--- config.mk ---
export PLATFORM = sky130hd
export DESIGN_NAME = cv32e40p_ft_replica_monitor
export DESIGN_NICKNAME = d
export VERILOG_FILES = /design/src/rtl/cv32e40p_ft_replica_monitor.sv
export SDC_FILE = /design/constraint.sdc
export NUM_CORES = 1
export LEC_CHECK = 0
export BUFFER_PORTS_ARGS = -buffer_cell sky130_fd_sc_hd__buf_2
export CORE_MARGIN = 10
export CORE_UTILIZATION = 55
export DETAILED_ROUTE_END_ITERATION = 12
export PLACE_DENSITY_LB_ADDON = 0.2
export SETUP_SLACK_MARGIN = 0.02
export SYNTH_ARGS = -nofsm -noshare
export SYNTH_HDL_FRONTEND = slang
export SYNTH_SLANG_ARGS = --single-unit
--- constraint.sdc ---
create_clock -name clk -period 2.6 [get_ports clk]
set_clock_uncertainty 0.15 [all_clocks]
set_input_delay 0 -clock clk [delete_from_list [all_inputs] [get_ports clk]]
set_output_delay 0 -clock clk [all_outputs]
set_load 0.05 [all_outputs]
--- src/rtl/cv32e40p_ft_replica_monitor.sv ---
// Per-replica health tracker fed by the TMR voter mismatch flags.
// Leaky saturating error counters, HEALTHY/SUSPECT/FAULTY FSMs, fault interrupt and sticky uncorrectable flag.
module cv32e40p_ft_replica_monitor #(
    parameter int unsigned N            = 3,
    parameter int unsigned CNT_W        = 8,
    parameter int unsigned THRESHOLD    = 16,
    parameter int unsigned DECAY_PERIOD = 1024
) (
    input  logic               clk,
    input  logic               rst_n,
    input  logic               valid_i,
    input  logic [N-1:0]       err_i,
    input  logic               clear_i,
    output logic [N-1:0]       suspect_o,
    output logic [N-1:0]       faulty_o,
    output logic [N*CNT_W-1:0] err_cnt_o,
    output logic               fault_irq_o,
    output logic               uncorrectable_o
);

    localparam int unsigned TMR_W = $clog2(DECAY_PERIOD);
    localparam int unsigned PC_W  = $clog2(N + 2);

    localparam logic [1:0] S_HEALTHY = 2'd0;
    localparam logic [1:0] S_SUSPECT = 2'd1;
    localparam logic [1:0] S_FAULTY  = 2'd2;

    localparam logic [CNT_W-1:0] THR      = CNT_W'(THRESHOLD);
    localparam logic [TMR_W-1:0] TMR_LAST = TMR_W'(DECAY_PERIOD - 1);

    logic [N-1:0][1:0]       state_q, state_d;
    logic [N-1:0][CNT_W-1:0] cnt_q, cnt_d;
    logic [TMR_W-1:0]        timer_q, timer_d;
    logic [N-1:0]            suspect_q, suspect_d;
    logic [N-1:0]            faulty_q, faulty_d;
    logic                    irq_q, irq_d;
    logic                    unc_q, unc_d;

    logic                    tick;
    logic [N-1:0]            eff;
    logic [PC_W-1:0]         flag_cnt;

    // Flags from replicas already declared FAULTY no longer count
    assign tick = (timer_q == TMR_LAST);
    assign eff  = {N{valid_i}} & err_i & ~faulty_q;

    // State register
    always_ff @(posedge clk) begin
        if (!rst_n) begin
            state_q   <= '0;
            cnt_q     <= '0;
            timer_q   <= '0;
            suspect_q <= '0;
            faulty_q  <= '0;
            irq_q     <= 1'b0;
            unc_q     <= 1'b0;
        end else begin
            state_q   <= state_d;
            cnt_q     <= cnt_d;
            timer_q   <= timer_d;
            suspect_q <= suspect_d;
            faulty_q  <= faulty_d;
            irq_q     <= irq_d;
            unc_q     <= unc_d;
        end
    end

    // Next state: clear beats increment, increment beats decay
    always_comb begin
        state_d = state_q;
        cnt_d   = cnt_q;
        timer_d = tick ? '0 : timer_q + TMR_W'(1);
        if (clear_i) begin
            timer_d = '0;
            state_d = '0;
            cnt_d   = '0;
        end else begin
            for (int k = 0; k < N; k++) begin
                case (state_q[k])
                    S_HEALTHY: begin
                        if (eff[k]) begin
                            cnt_d[k]   = CNT_W'(1);
                            state_d[k] = (THRESHOLD == 1) ? S_FAULTY : S_SUSPECT;
                        end
                    end
                    S_SUSPECT: begin
                        if (eff[k]) begin
                            cnt_d[k] = cnt_q[k] + CNT_W'(1);
                            if (cnt_d[k] == THR) begin
                                state_d[k] = S_FAULTY;
                            end
                        end else if (tick) begin
                            cnt_d[k] = cnt_q[k] - CNT_W'(1);
                            if (cnt_d[k] == '0) begin
                                state_d[k] = S_HEALTHY;
                            end
                        end
                    end
                    S_FAULTY: begin
                        cnt_d[k] = THR;
                    end
                    default: begin
                        state_d[k] = S_HEALTHY;
                        cnt_d[k]   = '0;
                    end
                endcase
            end
        end
    end

    // Output decode, taken from next state so the outputs leave flops directly
    always_comb begin
        suspect_d = '0;
        faulty_d  = '0;
        flag_cnt  = '0;
        for (int k = 0; k < N; k++) begin
            suspect_d[k] = (state_d[k] == S_SUSPECT);
            faulty_d[k]  = (state_d[k] == S_FAULTY);
            flag_cnt     = flag_cnt + PC_W'(err_i[k] & ~faulty_q[k]);
        end
        irq_d = |(faulty_d & ~faulty_q);
        unc_d = clear_i ? 1'b0 : (unc_q | (valid_i & (flag_cnt >= PC_W'(2))));
    end

    assign suspect_o       = suspect_q;
    assign faulty_o        = faulty_q;
    assign err_cnt_o       = cnt_q;
    assign fault_irq_o     = irq_q;
    assign uncorrectable_o = unc_q;

endmodule

==> metrics.txt, run 1 <==
Ys Warns 0; min Tclk post-route ~2.3 ns; Top FF cell, synth dfxtp_1; EDFF count, synth 0; Area Growth Syn to Fin 14.0%; LEAKAGE 1.39 nW; Worst EP required around 2.7 ns; Total Wirelength about 7700 µm; outcome complete, no violations; Initial DRC Count around 160; Worst setup SP type flop; Yosys top cell area share 0.307; Port Buffers 38; Crit. End Element flop; critical path type flop to flop; share of layout cells above drive strength 1 0.172; first-pass GRT wire length around 13000 µm; DRT Pass-1 Iters 6; wire length per cell between 15 and 20 µm; syn nets 420; CP Data Arrival Time about 2.5 ns; Clock Pin Slew Worst Setup and Hold Paths approximately 0.09 ns; num ports 39; antenna violations before repair 0; peak supply drop about 0.00027 V; DP Worst Slack between 0.2 and 0.3 ns; crit-path max FO 11; Hold Crit Start err_i[2]; area leader, netlist dfxtp_1; via count between 2k and 3k; fin nets roughly 460; antenna fix cells 0; Initial Util 0.568; largest cells by area after synthesis dfxtp_1 31%, nor2_1 5.9%, ha_1 5.2%; Sw Pwr approximately 0.00038 W; number of nets still failing antenna checks after routing 0; mapped cell area around 3100 µm²; Post-CTS Setup Inserts 0; Post-synth ARST share 0; FP Rows 27; Fin. Hold Viols 0; commonest cells after routing, fill and taps aside 49 x nor2_1, 47 x dfxtp_1, 38 x buf_2; Slew headroom 0.499; Pint between 0.001 and 0.0015 W; CTS buffer count 5; GP Congestion approximately 0.9; Clk pwr share 0.444; CTS H-Tree Depth 2; CTS root buf clkbuf_8; Reg-to-Reg Start err_cnt_o[0]$_SDFFE_PP0P_; height of the die roughly 95 µm; worst setup margin between 0.2 and 0.3 ns; CP peak stage delay 0.52 ns; Cells after Synth 400; crit share post-route 0.903; maximum clock path buffer count 2; Max Cap Viol 0; combinational power share 0.105; GRT Total Usage 0.172; RSZ-0062 raised after global routing false; fmax ~0.43 GHz; dpl hpwl 5540 µm; Final Max Tran Viols 0; worst skew pair latency a little over 0.3 ns; crit path from err_cnt_o[0]$_SDFFE_PP0P_; hold crit path type input pin to flop; DRC 0; Seq cells post-synth 48; Die Wd 95.4 µm; TNS Setup 0 ns; cells along the critical path ha_1 -> nand2_1 -> o32a_1 -> a2111oi_2 -> a31oi_1 -> nor2_1 -> a221o_1; worst hold margin around 0.10 ns; commonest non-fill, non-tap cell in the layout nor2_1; total gr overflow 0; vias in the first global route ~2.7k; sw frac 0.229; Core Box Area ~5500 µm²; Seq pwr share 0.451; Slew @ Worst Pin 0.749 ns; CTS Sinks 48; largest net degree at the start of global routing 19; pwr dens 469 nW/µm²; Die Area roughly 9100 µm²; CTS tree done; count of final setup violators 0; register area share after synthesis 0.307; post-synth cell types 63; routed vias/inst roughly 6; Synth Area per Inst approximately 7.8 µm²; CP max stage cell dfxtp_1
==> cells by family (layout without fill, tap and decap cells) <==
kind of cell / after synthesis / in the layout / synth area share
AOI/OAI and AO/OA: 93 / 93 / 0.206
DFF: 48 / 48 / 0.307
xor gates and xnor gates: 24 / 24 / 0.0672
and+or+nand+nor: 180 / 180 / 0.307
adders and majority gates: 13 / 13 / 0.0520
muxes: 2 / 2 / 0.00640
buffers and inverters: 40 / 76 / 0.0544
==> worst max-delay path, delay by kind of cell, from the launching register on <==
kind	cells	cell delay, ns
AO/OA/AOI/OAI	4	1.08
adder cells (fa/ha/maj)	1	0.31
flip-flops	1	0.52
AND/OR/NAND/NOR	2	0.24
==> synth_stat cells, drive strengths merged, types with 7 or more instances <==
library cell and n:
nand3 13, nor2b 10, a31oi 11, inv 16, ha 13, a211oi 11, a21oi 28, nand2 27
nand2b 12, nor3 21, nor2 49, o21ai 9, a21o 8, clkbuf 12, xor2 7, buf 12
nor4 12, dfxtp 48, xnor2 17
==> metal layers <==
layer | vias to the layer above | part of all wire | wire length, µm | GRT usage
li1 | 1502 | - | - | -
met1 | 1371 | 0.46 | 3530 | 0.223
met2 | 88 | 0.46 | 3560 | 0.272
met3 | 9 | 0.062 | 473 | 0.0408
met4 | 0 | 0.015 | 116 | 0.0651
met5 | - | 0 | 0 | 0
==> final cells by class <==
cell class | instances | area, µm²
Fill cell | 476 | 1940
Clock buffer | 5 | 68.8
Sequential cell | 48 | 962
Multi-Input combinational cell | 312 | 2000
Clock inverter | 3 | 90.1
Timing Repair Buffer | 52 | 298
Inverter | 16 | 60.1
Tap cell | 72 | 90.1
==> registers in the layout, indices dropped and copies added (netlist names) <==
name,count
suspect_o,3
err_cnt_o,24
uncorrectable_o,1
state_q,6
timer_q,10
fault_irq_o,1
faulty_o,3
==> what timing repair did <==
action                                  4_1_cts  5_1_grt
gates resized for setup                       0        1
endpoints found under the hold margin         1        0
hold buffers                                  1        0
endpoints found under the setup margin        0        1
==> power by group through the flow <==
stage,registers [W],logic [W],clock network [W]
2_1_floorplan,0.000787,0.000114,0
3_3_place_gp,0.000772,0.000171,0
3_5_place_dp,0.000772,0.000172,0
4_1_cts,0.000755,0.000175,0.000759
5_1_grt,0.000758,0.000195,0.000782
6_report,0.000755,0.000175,0.000742
==> through the flow <==
| step | utilization | total power, W | area, µm² | instances |
|---|---|---|---|---|
| floorplan | - | 0.000901 | 3130 | 400 |
| detailed placement | 0.617 | 0.000944 | 3400 | 499 |
| CTS | 0.647 | 0.00169 | 3560 | 508 |
| global placement | 0.617 | 0.000943 | 3400 | 499 |
| global route | 0.648 | 0.00173 | 3570 | 508 |
| finish | 0.648 | 0.00167 | 3570 | 508 |
==> final timing paths <==
kind / cells past startpoint / slack (ns) / end
worst max-delay path: 7 / 0.25 / fault_irq_o$_SDFF_PN0_
worst min-delay path: 5 / 0.10 / err_cnt_o[19]$_SDFFE_PP0P_
worst max register to register: 7 / 0.25 / fault_irq_o$_SDFF_PN0_
worst min register to register: 1 / 0.33 / timer_q[0]$_SDFF_PP0_
Power figures use the tool's default switching activity.
==> run 2, diff against run 1 <==
CORE_ASPECT_RATIO = 0.8   (was default)
==> run 2 against run 1 <==
Non-clock buffer count rose by 1; global-route usage fell by 0.084 points; fmax fell by 0.74%; critical path depth did not move; die area rose by 0.20%; hold slack improved by 0.0023 ns; clock power fell by 15%; via count rose by 0.98%; design area fell by 0.46%; flip-flop and latch count did not move; sequential power barely moved.
==> metrics.txt, run 2 (synthesis gave the netlist of run 1 again) <==
height of the die 87.5 µm; TNS Setup 0 ns; Die Wd between 100 and 150 µm; wl on met1 3650 µm; dpl hpwl about 5700 µm; LEAKAGE roughly 1.4 nW; GP Congestion approximately 0.95; count of final setup violators 0; Initial DRC Count roughly 160; fmax 0.423 GHz; RSZ-0062 raised after global routing false; crit-path max FO 13; hold buffer count at cts 1; post-CTS sizing 0; share of layout cells above drive strength 1 0.170; num ports 39; pwr dens 442 nW/µm²; CP peak stage delay 0.55 ns; register area around 960 µm²; Area Growth Syn to Fin 13.5%; CTS root buf clkbuf_8; DRC 0; Clock Pin Slew Worst Setup and Hold Paths approximately 0.090 ns; CTS Sinks 48; max FFs per register 24; wire length per cell 15.4 µm; commonest non-fill, non-tap cell in the layout nor2_1; CP Data Arrival Time 2.46 ns; Die Area 9120 µm²; first-pass GRT wire length approximately 13000 µm; Fin. Hold Viols 0; critical path type flop to flop; CTS H-Tree Depth 2; Slew @ Worst Pin 0.634 ns; largest net degree at the start of global routing 16; Final Max Tran Viols 0; Initial Util 0.569; uppermost routed layer met4; GRT Total Usage 0.172; fin nets between 400 and 500; Post-CTS Setup Inserts 0; Worst setup SP type flop; number of nets still failing antenna checks after routing 0; Bufs and invs on worst path 0; DRT Pass-1 Iters 4; CTS buffer count 5; antenna violations before repair 0; total gr overflow 0; Crit. End Element flop; vias in the first global route roughly 2.8k; cells along the critical path ha_1 -> nand2_1 -> o32a_1 -> a2111oi_2 -> a31oi_1 -> nor2_1 -> a221o_1; Port Buffers 38; Max Cap Viol 0; antenna fix cells 0; Total Wirelength roughly 7900 µm; WL met2 3600 µm; worst skew pair latency approximately 0.3 ns; maximum clock path buffer count 2; Slew headroom 0.577; Worst EP required approximately 2.7 ns; min Tclk post-route roughly 2.4 ns; Multi-input gate area between 1500 and 2000 µm²; routed vias/inst around 6; worst hold margin 0.105 ns; peak supply drop between 0.0003 and 0.0004 V; Met3 Wirelength ~630 µm; Core Box Area 5500 µm²; crit share post-route 0.909; Top delay family on crit path compound AO/OA/AOI/OAI gates; CTS tree done; outcome complete, no violations; CP max stage cell dfxtp_1; number of fill cells around 480; FP Rows 24; total power 0.00157 W; hold crit path type input pin to flop; commonest cells after routing, fill and taps aside 49 x nor2_1, 48 x dfxtp_1, 38 x buf_2; via count about 3k
-- run 2: metrics by stage --
step                instance area (µm²)  utilization  std cells  setup WS [ns]
global route                       3550        0.646        514         0.0599
CTS                                3550        0.646        514          0.240
finish                             3550        0.646        514          0.236
global placement                   3410        0.621        506          0.340
floorplan                          3130            -        400         0.0432
detailed placement                 3410        0.621        506          0.280
-- run 2: area by class of cell --
class                      instances  share of cell area
multi-input combinational        312               0.563
clock inverter                     2              0.0169
tap                               78              0.0275
clock buffer                       5              0.0194
sequential                        48               0.271
inverter                          16              0.0169
timing repair buffer              53              0.0860
-- run 2: worst paths after layout --
| path | from | endpoint | slack, ns | cells past startpoint |
|---|---|---|---|---|
| max | err_cnt_o[1]$_SDFFE_PP0P_ | fault_irq_o$_SDFF_PN0_ | 0.24 | 7 |
| min | err_i[2] | err_cnt_o[19]$_SDFFE_PP0P_ | 0.10 | 5 |
| max reg2reg | err_cnt_o[1]$_SDFFE_PP0P_ | fault_irq_o$_SDFF_PN0_ | 0.24 | 7 |
| min reg2reg | timer_q[0]$_SDFF_PP0_ | timer_q[0]$_SDFF_PP0_ | 0.32 | 1 |
-- run 2: worst min-delay path, stage by stage --
cell and delay (ns):
buf_2 0.11, nand3b_1 0.15, a21oi_1 0.10, nand2_1 0.07, a311oi_1 0.08
-- run 2: per-layer routing --
metal / GRT usage / up-vias
met2: 0.282 / 110
met5: 0 / -
met1: 0.224 / 1371
met3: 0.0436 / 9
met4: 0.0315 / 0
li1: - / 1509
-- run 2: report_power, final --
part           internal (W)  switching, W  total, W
Sequential         0.000743     0.0000120  0.000755
Combinational     0.0000661      0.000113  0.000179
Clock              0.000379      0.000256  0.000634
